<file path="src/rtl/pipe_stage_hs.sv">
// pipe_stage_hs: valid/ready pipeline stage register with optional skid entry, flush and stall counter
module pipe_stage_hs #(
  parameter int DATA_W = 128,
  parameter int CTRL_W = 16,
  parameter int SKID   = 1,
  parameter int CNT_W  = 16
) (
  input  logic              clk,
  input  logic              rst,
  input  logic              flush,
  input  logic              in_valid,
  output logic              in_ready,
  input  logic [DATA_W-1:0] in_data,
  input  logic [CTRL_W-1:0] in_ctrl,
  output logic              out_valid,
  input  logic              out_ready,
  output logic [DATA_W-1:0] out_data,
  output logic [CTRL_W-1:0] out_ctrl,
  output logic [1:0]        occupancy,
  output logic [CNT_W-1:0]  stall_cnt
);
  logic              main_valid;
  logic [DATA_W-1:0] main_data;
  logic [CTRL_W-1:0] main_ctrl;
  logic              in_xfer;
  logic              out_xfer;
  assign in_xfer   = in_valid && in_ready;
  assign out_xfer  = main_valid && out_ready;
  assign out_valid = main_valid;
  assign out_data  = main_data;
  assign out_ctrl  = main_valid ? main_ctrl : '0;
  if (SKID != 0) begin : g_skid
    typedef enum logic [1:0] {EMPTY = 2'd0, ONE = 2'd1, TWO = 2'd2} state_t;
    state_t            state;
    state_t            state_nx;
    logic              rdy_q;
    logic [DATA_W-1:0] skid_data;
    logic [CTRL_W-1:0] skid_ctrl;
    logic              load_in;
    logic              to_skid;
    logic              from_skid;
    assign in_ready   = rdy_q;
    assign main_valid = state != EMPTY;
    assign occupancy  = state;
    assign load_in    = in_xfer && (!main_valid || out_xfer);
    assign to_skid    = in_xfer && main_valid && !out_xfer;
    assign from_skid  = state == TWO && out_xfer;
    // next state: flush empties the stage, otherwise count entries in minus out
    always_comb begin
      state_nx = flush ? EMPTY :
                 state == EMPTY ? (in_xfer ? ONE : EMPTY) :
                 state == ONE   ? (to_skid ? TWO : (out_xfer && !in_xfer) ? EMPTY : ONE) :
                 (out_xfer ? ONE : TWO);
    end
    // state register; in_ready is precomputed from the next state so it leaves a flop
    always_ff @(posedge clk or posedge rst) begin
      if (rst) begin
        state <= EMPTY;
        rdy_q <= 1'b1;
      end else begin
        state <= state_nx;
        rdy_q <= state_nx != TWO;
      end
    end
    // payload: control is killed by flush, data is left stale
    always_ff @(posedge clk or posedge rst) begin
      if (rst) begin
        main_data <= '0;
        main_ctrl <= '0;
        skid_data <= '0;
        skid_ctrl <= '0;
      end else if (flush) begin
        main_ctrl <= '0;
        skid_ctrl <= '0;
      end else begin
        if (load_in) begin
          main_data <= in_data;
          main_ctrl <= in_ctrl;
        end else if (from_skid) begin
          main_data <= skid_data;
          main_ctrl <= skid_ctrl;
          skid_ctrl <= '0;
        end
        if (to_skid) begin
          skid_data <= in_data;
          skid_ctrl <= in_ctrl;
        end
      end
    end
  end else begin : g_reg
    assign in_ready  = !main_valid || out_ready;
    assign occupancy = {1'b0, main_valid};
    // single register: load on accept, drain on delivery, flush kills control
    always_ff @(posedge clk or posedge rst) begin
      if (rst) begin
        main_valid <= 1'b0;
        main_data  <= '0;
        main_ctrl  <= '0;
      end else if (flush) begin
        main_valid <= 1'b0;
        main_ctrl  <= '0;
      end else if (in_xfer) begin
        main_valid <= 1'b1;
        main_data  <= in_data;
        main_ctrl  <= in_ctrl;
      end else if (out_xfer) begin
        main_valid <= 1'b0;
      end
    end
  end
  // saturating count of back-pressured cycles, cleared only by reset
  always_ff @(posedge clk or posedge rst) begin
    if (rst) stall_cnt <= '0;
    else if (out_valid && !out_ready && stall_cnt != '1) stall_cnt <= stall_cnt + CNT_W'(1);
  end
endmodule
</file>
<file path="config.mk">
export PLATFORM = sky130hd
export DESIGN_NAME = pipe_stage_hs
export DESIGN_NICKNAME = d
export VERILOG_FILES = /design/src/rtl/pipe_stage_hs.sv
export SDC_FILE = /design/constraint.sdc
export NUM_CORES = 1
export LEC_CHECK = 0
export BUFFER_PORTS_ARGS = -buffer_cell sky130_fd_sc_hd__buf_2
export CORE_ASPECT_RATIO = 0.9
export CORE_MARGIN = 8
export CORE_UTILIZATION = 45
export CTS_BUF_LIST = sky130_fd_sc_hd__clkbuf_4
export CTS_CLUSTER_SIZE = 16
export DETAILED_ROUTE_END_ITERATION = 8
export PLACE_DENSITY = 0.69
export SLEW_MARGIN = 10
export SYNTH_ARGS = -nofsm -noshare
export SYNTH_HDL_FRONTEND = slang
export SYNTH_SLANG_ARGS = --single-unit
</file>
<file path="constraint.sdc">
create_clock -name clk -period 29.7 [get_ports clk]
set_input_delay 5.94 -clock clk [delete_from_list [all_inputs] [get_ports clk]]
set_output_delay 5.94 -clock clk [all_outputs]
set_load 0.005 [all_outputs]
</file>
==> summary by stage <==
Routing
The number of design rule violations left after detail routing is 0. In this run the remaining antenna-violating nets after routing total 0. The mean routed wirelength per cell is 18.5 um. The total iterations of the first detailed-routing run is 4. The routed layout has 8585 vias. Dividing the detail-routed via count by the number of cells gives 5.06. The number of violations reported at the end of detailed-routing iteration 0 is 289. The final layout contains routed wiring with a total length of 31400 um.

Synthesis
Counting every net in the synthesized netlist gives 1030. The count of warnings emitted by yosys is 0. Summing the areas of all and, or, nand and nor instances in the mapped netlist gives 3.12% of the synthesized area. Counting distinct cell types in the post-synthesis netlist gives 43.

The sequential area share after synthesis is 57.4%. After synthesis the cells add up to 13400 um2. The post-synthesis area per instance is 15.2 um2.

The portion of synthesized area spent on multiplexers is 33.6%. Summing the areas of all compound-gate instances in the mapped netlist gives 2.61% of the synthesized area. Counting flops with an async set or reset pin after synthesis yields a share of 100%.

The synthesized netlist devotes 0.916% of its cell area to XOR and XNOR gates. The flip-flop and latch count after synthesis is 307. Among all flip-flop cells after synthesis, the most frequent one is sky130_fd_sc_hd__dfrtp_1.

Yosys mapped a number of flops with a built-in enable equal to 0. Of the total synthesized cell area, the portion taken by full adders, half adders and majority gates is 0.0935%. The combinational family with the most area after synthesis is multiplexers.

In the synthesized netlist, the number of instances is 880.

Placed design
The detailed placement HPWL is 21300 um. Port buffering added 312 buffers. The total cell area at the placement stage is 15300 um2. The weighted congestion reported at the end of routability-driven placement is 0.831.

The worst-case setup slack after placement is 20.65 ns.

CTS
The clock drives 307 sinks. Hold repair after CTS inserted 0 buffers. The TritonCTS clock tree is done. The maximum clock insertion buffer count is 3.

The depth of the CTS H-tree is 3. The number of gates resized after CTS was 0. The total CTS buffers is 81.

The clock reaches the later pin of the worst-skew pair after 0.66 ns. The tree is rooted in a sky130_fd_sc_hd__clkbuf_4. The buffers inserted during post-CTS setup optimization is 0. The clock slew seen by the registers of the worst setup and hold paths is 0.06 ns.

Timing
The final number of hold-violating endpoints was 0. Subtracting the final worst setup slack from the clock period gives 8.34 ns. The final cycle utilization of the critical path is 28.1%.

Static timing analysis puts the maximum clock frequency at 120 MHz. After routing, the total negative slack on setup checks comes to 0 ns. For the pin with the worst max-slew slack, the measured transition is 1.12 ns. Setup repair after global routing left no endpoint under its margin. The final worst hold slack is 0.480 ns. The final-report max-slew violation count is 0. Setup violations remaining at the end of the flow were counted as 0. Headroom to the max-slew limit came out at 25.2%. Once routing completed, OpenROAD measured the worst setup slack at 21.36 ns. The worst setup skew after layout is 0.0317 ns.

Floorplanning
The boundary pin count is 313. The area enclosed by the die boundary is 35500 um2. The floorplan has 60 rows.

In this run the standard cell core region covers 29600 um2. Once the floorplan was initialized, standard cells occupied 45.3% of the core. The die width is 198 um. In this run the vertical extent of the chip is 180 um.

Power
The share of power burned in registers is 48.1%. Per report_power, the combinational group accounts for 22.6% of the total. IR analysis of the VDD net gives a maximum drop of 0.0447 mV. In this run the power spent charging and discharging nets is 331 uW. For this design the ratio of total power to cell area is 75.8 nW/um2. For this design the static power due to leakage is 0.00781 uW. Of the total power, the clock network draws 29.2%. The switching fraction of total power is 26.8%. Cell internal power was estimated by the tool at 904 uW.

Setup path
The sort of element at the start of the critical path is a primary input. The peak fanout along the critical path is 76. The number of cells on the worst reg-to-reg path is 5. The nature of the critical path endpoint is a flop. STA puts the critical path data required time at 30.22 ns. The critical path in this run is classified as in -> reg. For the worst setup path, the data arrival time is 8.85 ns.

Cells and area
The finished layout cell area is 16300 um2. The final layout contains 1386 nets. Measured on the finished design, the core utilization comes to 55.1%. From synthesis to final layout, the design area changed by 21.6%. In the final layout, the share of cells above drive strength 1 is 63.4%.

Global route
The number of antenna violations at the first check in global routing is 16. The total routing usage reported by global routing is 17.6%. Global routing finished with a remaining overflow of 0.

The maximum number of pins on one net before global-route repair is 108. The first global-routing pass estimated 50800 um of wire. The via count of the first global-routing pass is 9397.

Outcome
The flow ran to the end, and the final reports show no timing, DRC or antenna violations.

Worst hold path
The path class of the tightest hold or removal check is reg -> reg. The hold-critical path depth is 1.

Run
The max-cap violation count is 0.
[final timing paths]
path                                    from            end  slack (ns)
worst max register to register  occupancy[0]   out_data[33]       26.16
min in group asynchronous                rst   out_data[16]        5.41
worst max-delay path               out_ready   out_data[33]       21.36
worst min register to register  main_ctrl[1]   main_ctrl[1]        0.48
worst min-delay path            main_ctrl[1]   main_ctrl[1]        0.48
max in group asynchronous                rst  out_data[111]       22.10
[layout make-up]
cell class / instances / area (um2)
Timing Repair Buffer: 322 / 1640
Inverter: 5 / 26.3
Multi-Input combinational cell: 519 / 5410
Sequential cell: 307 / 7680
Fill cell: 2585 / 13300
Tap cell: 403 / 504
Antenna cell: 12 / 30.0
Clock inverter: 10 / 90.1
Clock buffer: 120 / 901
[registers in the layout, summed over array words and instances, names as in the netlist]
signal / cells
main_ctrl: 16
out_data: 128
g_skid.skid_data: 128
in_ready: 1
occupancy: 2
stall_cnt: 16
g_skid.skid_ctrl: 16
[cells in the mapped netlist (2+ instances only)]
| cell | number | area [um2] |
|---|---|---|
| sky130_fd_sc_hd__nand4_1 | 3 | 18.8 |
| sky130_fd_sc_hd__dfrtp_1 | 306 | 7660 |
| sky130_fd_sc_hd__inv_1 | 5 | 18.8 |
| sky130_fd_sc_hd__nor2_1 | 8 | 30.0 |
| sky130_fd_sc_hd__buf_4 | 6 | 45.0 |
| sky130_fd_sc_hd__nor3_1 | 5 | 25.0 |
| sky130_fd_sc_hd__xor2_1 | 12 | 105 |
| sky130_fd_sc_hd__nand3_1 | 4 | 20.0 |
| sky130_fd_sc_hd__nor3b_2 | 2 | 25.0 |
| sky130_fd_sc_hd__a22o_1 | 16 | 140 |
| sky130_fd_sc_hd__nor4_1 | 3 | 18.8 |
| sky130_fd_sc_hd__buf_6 | 5 | 56.3 |
| sky130_fd_sc_hd__xnor2_1 | 2 | 17.5 |
| sky130_fd_sc_hd__or3_1 | 2 | 12.5 |
| sky130_fd_sc_hd__mux2i_1 | 16 | 160 |
| sky130_fd_sc_hd__buf_2 | 35 | 175 |
| sky130_fd_sc_hd__clkbuf_1 | 3 | 11.3 |
| sky130_fd_sc_hd__mux2_2 | 354 | 3990 |
| sky130_fd_sc_hd__mux2_1 | 31 | 349 |
| sky130_fd_sc_hd__nor2b_1 | 16 | 100 |
| sky130_fd_sc_hd__o2bb2ai_1 | 16 | 140 |
| sky130_fd_sc_hd__nand2_1 | 7 | 26.3 |
| sky130_fd_sc_hd__a31oi_1 | 3 | 18.8 |
[stage by stage]
| stage | cells | power (uW) |
|---|---|---|
| 6_report | 1698 | 1240 |
| 5_1_grt | 1694 | 1320 |
| 4_1_cts | 1686 | 1260 |
| 3_5_place_dp | 1556 | 888 |
| 3_3_place_gp | 1556 | 876 |
| 2_1_floorplan | 880 | 763 |
[layout by cell type (no fill, tap or decap), types with 3 or more instances in the layout]
master	instances
sky130_fd_sc_hd__mux2_1	31
sky130_fd_sc_hd__nor2b_1	16
sky130_fd_sc_hd__clkinv_1	7
sky130_fd_sc_hd__o2bb2ai_1	16
sky130_fd_sc_hd__dfrtp_1	306
sky130_fd_sc_hd__nand4_1	3
sky130_fd_sc_hd__mux2_2	354
sky130_fd_sc_hd__nor2_1	8
sky130_fd_sc_hd__xor2_1	12
sky130_fd_sc_hd__a31oi_1	3
sky130_fd_sc_hd__inv_1	4
sky130_fd_sc_hd__a22o_1	16
sky130_fd_sc_hd__nor4_1	3
sky130_fd_sc_hd__nor3_1	5
sky130_fd_sc_hd__diode_2	12
sky130_fd_sc_hd__nand2_1	7
sky130_fd_sc_hd__nand3_1	4
sky130_fd_sc_hd__clkbuf_4	120
sky130_fd_sc_hd__buf_2	312
sky130_fd_sc_hd__mux2i_1	16
sky130_fd_sc_hd__buf_4	10
[layer usage]
layer / global-route usage (%) / wire [um] / vias to the layer above / share of wire (%)
met5: 0 / 80 / - / 0.25
met4: 7.34 / 798 / 12 / 2.5
met3: 7.49 / 2820 / 74 / 9.0
met2: 25.6 / 14000 / 268 / 45
met1: 22.7 / 13700 / 4260 / 44
li1: - / - / 3971 / -
[worst max-delay path: stages]
cell and delay (ns):
sky130_fd_sc_hd__buf_2 0.12, sky130_fd_sc_hd__o21bai_4 0.20, sky130_fd_sc_hd__nand3_4 0.51, sky130_fd_sc_hd__a21oi_4 0.64, sky130_fd_sc_hd__buf_4 0.85, sky130_fd_sc_hd__mux2_2 0.43
[logic make-up after synthesis]
group / Yosys count
multiplexers: 401
flip-flops: 307
AND/OR/NAND/NOR: 63
buffers and inverters: 54
AO/OA/AOI/OAI: 40
XOR/XNOR: 14
adder cells (fa/ha/maj): 1
[power groups by stage]
stage                     sequential, uW  combinational [uW]  clock (uW)
after CTS                            595                 287         376
after global placement               596                 279           0
after global routing                 610                 308         398
after floorplan                      596                 167           0
final                                594                 280         361
after detailed placement             602                 286           0
Note: power is estimated with default switching activity, not from simulation.
